File: src/rtl/dff2_debounce.sv
// dff2_debounce: synchronous level filter feeding dff2.d.
// A new input level is accepted only after STABLE_CYCLES consecutive enabled
// samples of that level. Accepted transitions are flagged by one-cycle
// rise/fall pulses. busy is high while a candidate level is being confirmed.
//
// Optional build macro: DEBOUNCE_SYNC_EN
//   defined   - din passes through a 2-flop synchronizer; every latency grows by 2 clocks
//   undefined - din is sampled directly and must be synchronous to clk
//
// Handshake: none. din/en are plain levels sampled on every rising clk edge.
// Cycles with en=0 leave state, cnt and q untouched; rise/fall read 0 then.
// The FSM state is observable as busy (busy == state is CONFIRM).
module dff2_debounce #(
    parameter int   STABLE_CYCLES = 16,
    parameter int   CNT_W         = 8,
    parameter logic RESET_VAL     = 1'b0
) (
    input  logic clk,
    input  logic reset,
    input  logic din,
    input  logic en,
    output logic q,
    output logic rise,
    output logic fall,
    output logic busy
);

    typedef enum logic {
        STABLE  = 1'b0,
        CONFIRM = 1'b1
    } state_t;

    // The count value at which the next matching sample completes a confirmation.
    localparam logic [CNT_W-1:0] CNT_LAST = CNT_W'(STABLE_CYCLES - 1);

    state_t           state;
    logic [CNT_W-1:0] cnt;
    logic             s;

`ifdef DEBOUNCE_SYNC_EN
    logic sync1;
    logic sync2;

    // Two-flop synchronizer; shifts every clock regardless of en.
    always_ff @(posedge clk) begin
        if (reset) begin
            sync1 <= RESET_VAL;
            sync2 <= RESET_VAL;
        end else begin
            sync1 <= din;
            sync2 <= sync1;
        end
    end

    assign s = sync2;
`else
    assign s = din;
`endif

    // Confirmation FSM with registered q, pulses and busy.
    always_ff @(posedge clk) begin
        if (reset) begin
            state <= STABLE;
            cnt   <= '0;
            q     <= RESET_VAL;
            rise  <= 1'b0;
            fall  <= 1'b0;
            busy  <= 1'b0;
        end else begin
            rise <= 1'b0;
            fall <= 1'b0;
            if (en) begin
                case (state)
                    STABLE: begin
                        if (s != q) begin
                            if (STABLE_CYCLES == 1) begin
                                // Single-sample acceptance: no confirm phase at all.
                                q    <= s;
                                rise <= s;
                                fall <= ~s;
                            end else begin
                                state <= CONFIRM;
                                cnt   <= CNT_W'(1);
                                busy  <= 1'b1;
                            end
                        end else begin
                            cnt <= '0;
                        end
                    end
                    CONFIRM: begin
                        if (s == q) begin
                            // Input bounced back: abandon the candidate silently.
                            state <= STABLE;
                            cnt   <= '0;
                            busy  <= 1'b0;
                        end else if (cnt == CNT_LAST) begin
                            q     <= s;
                            rise  <= s;
                            fall  <= ~s;
                            state <= STABLE;
                            cnt   <= '0;
                            busy  <= 1'b0;
                        end else begin
                            cnt <= cnt + CNT_W'(1);
                        end
                    end
                    default: begin
                        state <= STABLE;
                        cnt   <= '0;
                        busy  <= 1'b0;
                    end
                endcase
            end
        end
    end

endmodule
File: config.mk
export PLATFORM = sky130hd
export DESIGN_NAME = dff2_debounce
export DESIGN_NICKNAME = d
export VERILOG_FILES = /design/src/rtl/dff2_debounce.sv
export SDC_FILE = /design/constraint.sdc
export NUM_CORES = 1
export LEC_CHECK = 0
export ABC_CLOCK_PERIOD_IN_PS = 2980
export CORE_MARGIN = 2
export CORE_UTILIZATION = 45
export DETAILED_ROUTE_END_ITERATION = 7
export HOLD_SLACK_MARGIN = 0.1
export PLACE_DENSITY_LB_ADDON = 0.2
export SYNTH_ARGS = -nofsm -noshare
export SYNTH_HDL_FRONTEND = slang
export SYNTH_SLANG_ARGS = --single-unit
export TNS_END_PERCENT = 5
File: constraint.sdc
create_clock -name clk -period 2.98 [get_ports clk]
set_input_delay 0.745 -clock clk [delete_from_list [all_inputs] [get_ports clk]]
set_output_delay 0.745 -clock clk [all_outputs]
set_load 0.01 [all_outputs]
==> results of run 1 <==
-- logic make-up after synthesis --
group / after synthesis / synth area share
AOI/OAI and AO/OA: 20 / 0.198
xor gates and xnor gates: 3 / 0.0469
adders and majority gates: 1 / 0.0174
buffers and inverters: 8 / 0.0660
DFF: 13 / 0.361
muxes: 1 / 0.0139
and+or+nand+nor: 33 / 0.297
-- area by class of cell --
| class | count | area [um^2] | area share |
|---|---|---|---|
| repair buffers | 8 | 77.6 | 0.0960 |
| multi-input cells | 58 | 413 | 0.511 |
| well taps | 16 | 20.0 | 0.0248 |
| inverters | 3 | 11.3 | 0.0139 |
| flip-flops and latches | 13 | 260 | 0.322 |
| clock buffers | 4 | 26.3 | 0.0325 |
-- registers in the layout, indices dropped and copies added, names as in the netlist --
name	cells
cnt	8
fall	1
state	1
q	1
rise	1
busy	1
-- metal layers --
metal / up-vias / track usage
li1: 313 / -
met1: 298 / 0.221
met2: 11 / 0.247
met3: 2 / 0.0735
met4: 0 / 0.0364
met5: - / 0
-- worst max-delay path: stages --
cell	delay, ns
clkdlybuf4s50_1	0.46
buf_4	0.18
nand4_1	0.20
or3_2	0.49
a22oi_1	0.16
-- how the worst max path moves through the flow --
stage	from	endpoint	slack, ns	cells past startpoint
detailed placement	en	cnt[5]$_SDFFE_PP0P_	0.65	5
global placement	en	cnt[5]$_SDFFE_PP0P_	0.71	5
floorplan	en	cnt[5]$_SDFFE_PP0P_	1.41	3
global route	en	cnt[5]$_SDFFE_PP0P_	0.83	5
finish	en	cnt[5]$_SDFFE_PP0P_	0.94	5
CTS	en	cnt[5]$_SDFFE_PP0P_	0.94	5
-- cells in the mapped netlist, types with 2 or more instances --
cell      number  share of area
a21oi_1        6          0.042
a22oi_1        3          0.031
a31oi_1        2          0.017
buf_6          2          0.031
clkbuf_2       2          0.014
dfxtp_1       13           0.36
inv_1          3          0.016
nand2_1        4          0.021
nand2b_1       5          0.043
nand3_1        4          0.028
nand4_1        4          0.035
nand4b_1       3          0.036
nor4_1         2          0.017
o21ai_0        4          0.028
or3_1          2          0.017
or3_2          3          0.031
xor2_1         2          0.024
-- stage by stage --
stage / area, um^2 / hold WS [ns] / worst slack (ns)
CTS: 808 / 0.515 / 0.941
global placement: 782 / 0.486 / 0.712
finish: 808 / 0.508 / 0.940
global route: 808 / 0.539 / 0.832
floorplan: 721 / 0.463 / 1.41
detailed placement: 782 / 0.488 / 0.651
-- power by group through the flow --
| stage | sequential (uW) | combinational, uW | clock [uW] |
|---|---|---|---|
| after floorplan | 183 | 17.9 | 0 |
| after global placement | 184 | 26.7 | 0 |
| after detailed placement | 184 | 27.2 | 0 |
| after CTS | 180 | 27.4 | 111 |
| after global routing | 180 | 30.4 | 121 |
| final | 180 | 27.2 | 108 |
==> impl_metrics.csv, run 1 <==
group,metric,value,unit
floorplan,die_w,44.0,um
routing,wl_met1,713,um
routing,wl,1410,um
cells_and_area,final_cell_mix,"dfxtp_1, clkdlybuf4s50_1, a21oi_1",
pwr,power,315,uW
routing,top_layer,"met4",
critical_path,reg2reg_depth,3,
place,hpwl,1030,um
timing,rsz0062_at_grt,"no",
routing,first_pass_iters,4,
pwr,power_frac_comb,0.086,
timing,finalCriticalPeriod,2.04,ns
clock_tree,cts_tree,"yes",
synthesis,syn-num-nets,84,
pwr,p_clk_frac,0.342,
cells_and_area,antenna-diode-count,0,
timing,tns,0,ns
critical_path,critPathKind,"in -> reg",
timing,report.final.setup_viol,0,
routing,drt_iter0_drc,13,
clock_tree,clk_pin_slew,0.08,ns
synthesis,async_reset_ff_frac,0,
timing,finalClockSkew,0.0125,ns
critical_path,setup.worst_path.start_class,"primary input",
min_path,holdPathEnd,"cnt[1]$_SDFFE_PP0P_",
grt,grt_max_degree,17,
routing,wl_met2,626,um
pwr,power.density,390,mW/mm^2
outcome,status,"finished, final reports clean",
floorplan,num_rows,14,
timing,max_slew_margin,0.702,
clock_tree,postCtsSetupBuffers,0,
synthesis,synth_cell_type_count,32,
grt,grt_usage,0.165,
critical_path,r2r_end,"cnt[6]$_SDFFE_PP0P_",
grt,grt_pass1_wl,2330,um
floorplan,start_util,0.478,
pwr,vdd_drop_max,0.303,mV
cells_and_area,drive_above_1_share,0.140,
floorplan,core-area,0.00151,mm^2
synthesis,synthFlopType,"dfxtp_1",
routing,final_antenna_net_count,0,
synthesis,syn-cell-area,721,um^2
place,port_buffers,7,
timing,hold_viol,0,
pwr,pwr-share-seq,0.572,
routing,via_count,624,
critical_path,r2r_start,"cnt[4]$_SDFFE_PP0P_",
clock_tree,numCtsBuffers,3,
min_path,min_from,"cnt[1]$_SDFFE_PP0P_",
clock_tree,cts.sinks,13,
pwr,switching_power,73.9,uW
floorplan,pin_count,8,
critical_path,critPathRequiredTime,3.18,ns
pwr,internal_power,241,uW
synthesis,seq_area_frac_synth,0.361,
cells_and_area,area_delta_synth_final,12.2,%
min_path,hold_depth,2,
grt,antenna_found_initial,0,
timing,clock.fmax,490,MHz
place,place_inst,98,
floorplan,die_area,0.00194,mm^2
clock_tree,hold_buffers,0,
critical_path,crit_path_end_kind,"flip-flop",
pwr,p_leak,0.000259,uW
flow_run,cap_viol_max_count,0,
cells_and_area,layout_commonest_cell,"dfxtp_1",
clock_tree,cts_resized,0,
min_path,hp-class,"reg -> reg",
pwr,sw_frac_of_total,0.235,
critical_path,worstPathMaxFanout,16,
routing,viasPerCell,6.12,
synthesis,synthCells,79,
clock_tree,clock_path_buffers,2,
clock_tree,clock_latency,0.28,ns
timing,maxSlewViolCount,0,
clock_tree,cts-root-buf,"clkbuf_4",
synthesis,avgSynthCellArea,9.12,um^2
synthesis,synth_edf_count,0,
synthesis,synth-seq-cells,13,
critical_path,cp.arrival,2.24,ns
timing,worstMarginPinSlew,0.447,ns
grt,overflow,0,
floorplan,die_h,44.0,um
routing,met3WireLength,58,um
place,place.gp.congestion,0.806,
timing,period_share,0.684,
synthesis,synth_warnings,0,
cells_and_area,layout.nets,92,
cells_and_area,nFillCells,148,
grt,grt_pass1_vias,531,
routing,drc_errors,0,
routing,wl_per_cell,13.8,um
cells_and_area,utilization,0.537,
clock_tree,cts_max_level,1,
cells_and_area,finalNonFillerCells,102,
critical_path,r2r_slack,1.49,ns
Note: power is estimated with default switching activity, not from simulation.
==> run 2, diff against run 1 <==
--- a/config.mk
+++ b/config.mk
@@ -5,7 +5,7 @@
 export SDC_FILE = /design/constraint.sdc
 export NUM_CORES = 1
 export LEC_CHECK = 0
-export ABC_CLOCK_PERIOD_IN_PS = 2980
+export ABC_CLOCK_PERIOD_IN_PS = 1900
 export CORE_MARGIN = 2
 export CORE_UTILIZATION = 45
 export DETAILED_ROUTE_END_ITERATION = 7
==> constraint.sdc (replaced) <==
create_clock -name clk -period 1.9 [get_ports clk]
set_input_delay 0.475 -clock clk [delete_from_list [all_inputs] [get_ports clk]]
set_output_delay 0.475 -clock clk [all_outputs]
set_load 0.01 [all_outputs]
==> run 2 against run 1 <==
Net effect: power up 59%; setup slack worse by 0.81 ns; critical path depth decreased by 4; clock skew shrank 0.0087 ns; critical endpoint is now q; flip-flop and latch count unchanged; cell area up 2.8%; worst hold slack got worse by 0.0031 ns; first-iteration DRC count is 38% higher.
==> impl_metrics.csv, run 2 (synthesized netlist as in run 1, its figures left out) <==
group,metric,value,unit
timing,hold_viol,0,
critical_path,cp_slowest_stage_delay,0.58,ns
cells_and_area,multi_input_area,413,um^2
timing,finalCriticalPeriod,1.77,ns
grt,overflow,0,
timing,report.final.setup_viol,0,
timing,clock.fmax,566,MHz
routing,wl,1520,um
cells_and_area,drive_above_1_share,0.169,
cells_and_area,largest_reg_flops,8,
pwr,internal_power,382,uW
timing,maxSlewViolCount,0,
place,place.gp.congestion,0.779,
min_path,hp-class,"reg -> reg",
floorplan,num_rows,14,
grt,antenna_found_initial,0,
floorplan,die_h,44.0,um
routing,drt_iter0_drc,18,
routing,final_antenna_net_count,0,
routing,via_count,644,
pwr,sw_frac_of_total,0.239,
clock_tree,clk_pin_slew,0.08,ns
min_path,hold_depth,2,
critical_path,path_cells,"clkdlybuf4s50_1",
grt,grt_pass1_vias,583,
critical_path,reg2reg_depth,3,
cells_and_area,regMostFlops,"cnt",
grt,grt-busiest-layer,"met2",
clock_tree,cts_tree,"yes",
critical_path,cp_num_buf_inv,1,
clock_tree,clock_latency,0.28,ns
pwr,switching_power,120,uW
place,hpwl,1050,um
grt,grt_pass1_wl,2560,um
clock_tree,cts-root-buf,"clkbuf_4",
critical_path,critPathKind,"reg -> out",
grt,met1_usage,0.232,
pwr,p_leak,0.000273,uW
min_path,min_from,"cnt[1]$_SDFFE_PP0P_",
critical_path,cp.arrival,1.29,ns
floorplan,die_area,0.00194,mm^2
cells_and_area,area_delta_synth_final,15.3,%
clock_tree,clock_path_buffers,2,
routing,drc_errors,0,
cells_and_area,seqCellArea,260,um^2
critical_path,cp_top_family,"buffers and inverters",
routing,viasPerCell,6.13,
place,place_inst,101,
pwr,vdd_drop_max,0.410,mV
pwr,power,501,uW
cells_and_area,finalNonFillerCells,105,
critical_path,crit_path_end_kind,"output port",
clock_tree,hold_buffers,0,
timing,worstMarginPinSlew,0.344,ns
pwr,power_frac_comb,0.095,
timing,period_share,0.930,
critical_path,worstPathMaxFanout,5,
timing,finalClockSkew,0.00375,ns
routing,first_pass_iters,4,
clock_tree,postCtsSetupBuffers,0,
cells_and_area,layout.nets,95,
cells_and_area,antenna-diode-count,0,
floorplan,die_w,44.0,um
place,port_buffers,7,
grt,grt_max_degree,10,
critical_path,cp_slowest_cell,"clkdlybuf4s50_1",
cells_and_area,layout_commonest_cell,"dfxtp_1",
clock_tree,cts_max_level,1,
pwr,power.density,604,mW/mm^2
flow_run,cap_viol_max_count,0,
pwr,p_clk_frac,0.341,
timing,max_slew_margin,0.770,
critical_path,r2r_start,"cnt[4]$_SDFFE_PP0P_",
cells_and_area,nFillCells,154,
grt,met3_usage,0.0612,
min_path,holdPathEnd,"cnt[1]$_SDFFE_PP0P_",
timing,rsz0062_at_grt,"no",
critical_path,r2r_slack,0.39,ns
clock_tree,cts.sinks,13,
outcome,status,"finished, final reports clean",
floorplan,pin_count,8,
grt,use_met2,0.274,
critical_path,r2r_end,"cnt[5]$_SDFFE_PP0P_",
grt,grt_usage,0.179,
critical_path,critPathRequiredTime,1.42,ns
clock_tree,numCtsBuffers,3,
pwr,pwr-share-seq,0.564,
routing,wl_per_cell,14.5,um
floorplan,core-area,0.00151,mm^2
clock_tree,cts_resized,0,
floorplan,start_util,0.478,
critical_path,setup.worst_path.start_class,"flip-flop",
cells_and_area,final_cell_mix,"dfxtp_1, clkdlybuf4s50_1, a21oi_1",
==> run 2: worst max-delay path by stage <==
stage,from,to,depth (start not counted)
2_1_floorplan,cnt[4]$_SDFFE_PP0P_,cnt[5]$_SDFFE_PP0P_,3
3_3_place_gp,en,cnt[5]$_SDFFE_PP0P_,4
3_5_place_dp,en,cnt[5]$_SDFFE_PP0P_,4
4_1_cts,q$_SDFFE_PP0P_,q,1
5_1_grt,q$_SDFFE_PP0P_,q,1
6_report,q$_SDFFE_PP0P_,q,1
==> run 2: power groups by stage <==
| stage | Combinational, uW | Sequential, uW | Clock [uW] |
|---|---|---|---|
| final | 47.7 | 283 | 171 |
| after global routing | 52.8 | 283 | 192 |
| after CTS | 48.0 | 283 | 176 |
| after detailed placement | 47.8 | 289 | 0 |
| after global placement | 46.8 | 289 | 0 |
| after floorplan | 28.1 | 286 | 0 |
==> run 2: through the flow <==
stage	hold WS (ns)	utilization	setup TNS [ns]	cell area [um^2]	setup WS, ns
global route	0.533	0.551	0	831	0.0694
finish	0.505	0.551	0	831	0.133
detailed placement	0.483	0.534	-0.00918	805	-0.00918
floorplan	0.463	-	0	721	0.520
CTS	0.516	0.551	0	831	0.136
global placement	0.483	0.534	0	805	0.0469
==> run 2: area by class of cell <==
type                       count  area share
multi-input combinational     58       0.497
clock buffer                   4      0.0316
tap                           16      0.0241
timing repair buffer          11       0.120
inverter                       3      0.0136
sequential                    13       0.313
==> run 2: routing by layer <==
layer | vias to the layer above | part of all wire
met5 | - | 0
met4 | 0 | 0.012
li1 | 317 | -
met1 | 306 | 0.47
met2 | 19 | 0.47
met3 | 2 | 0.050
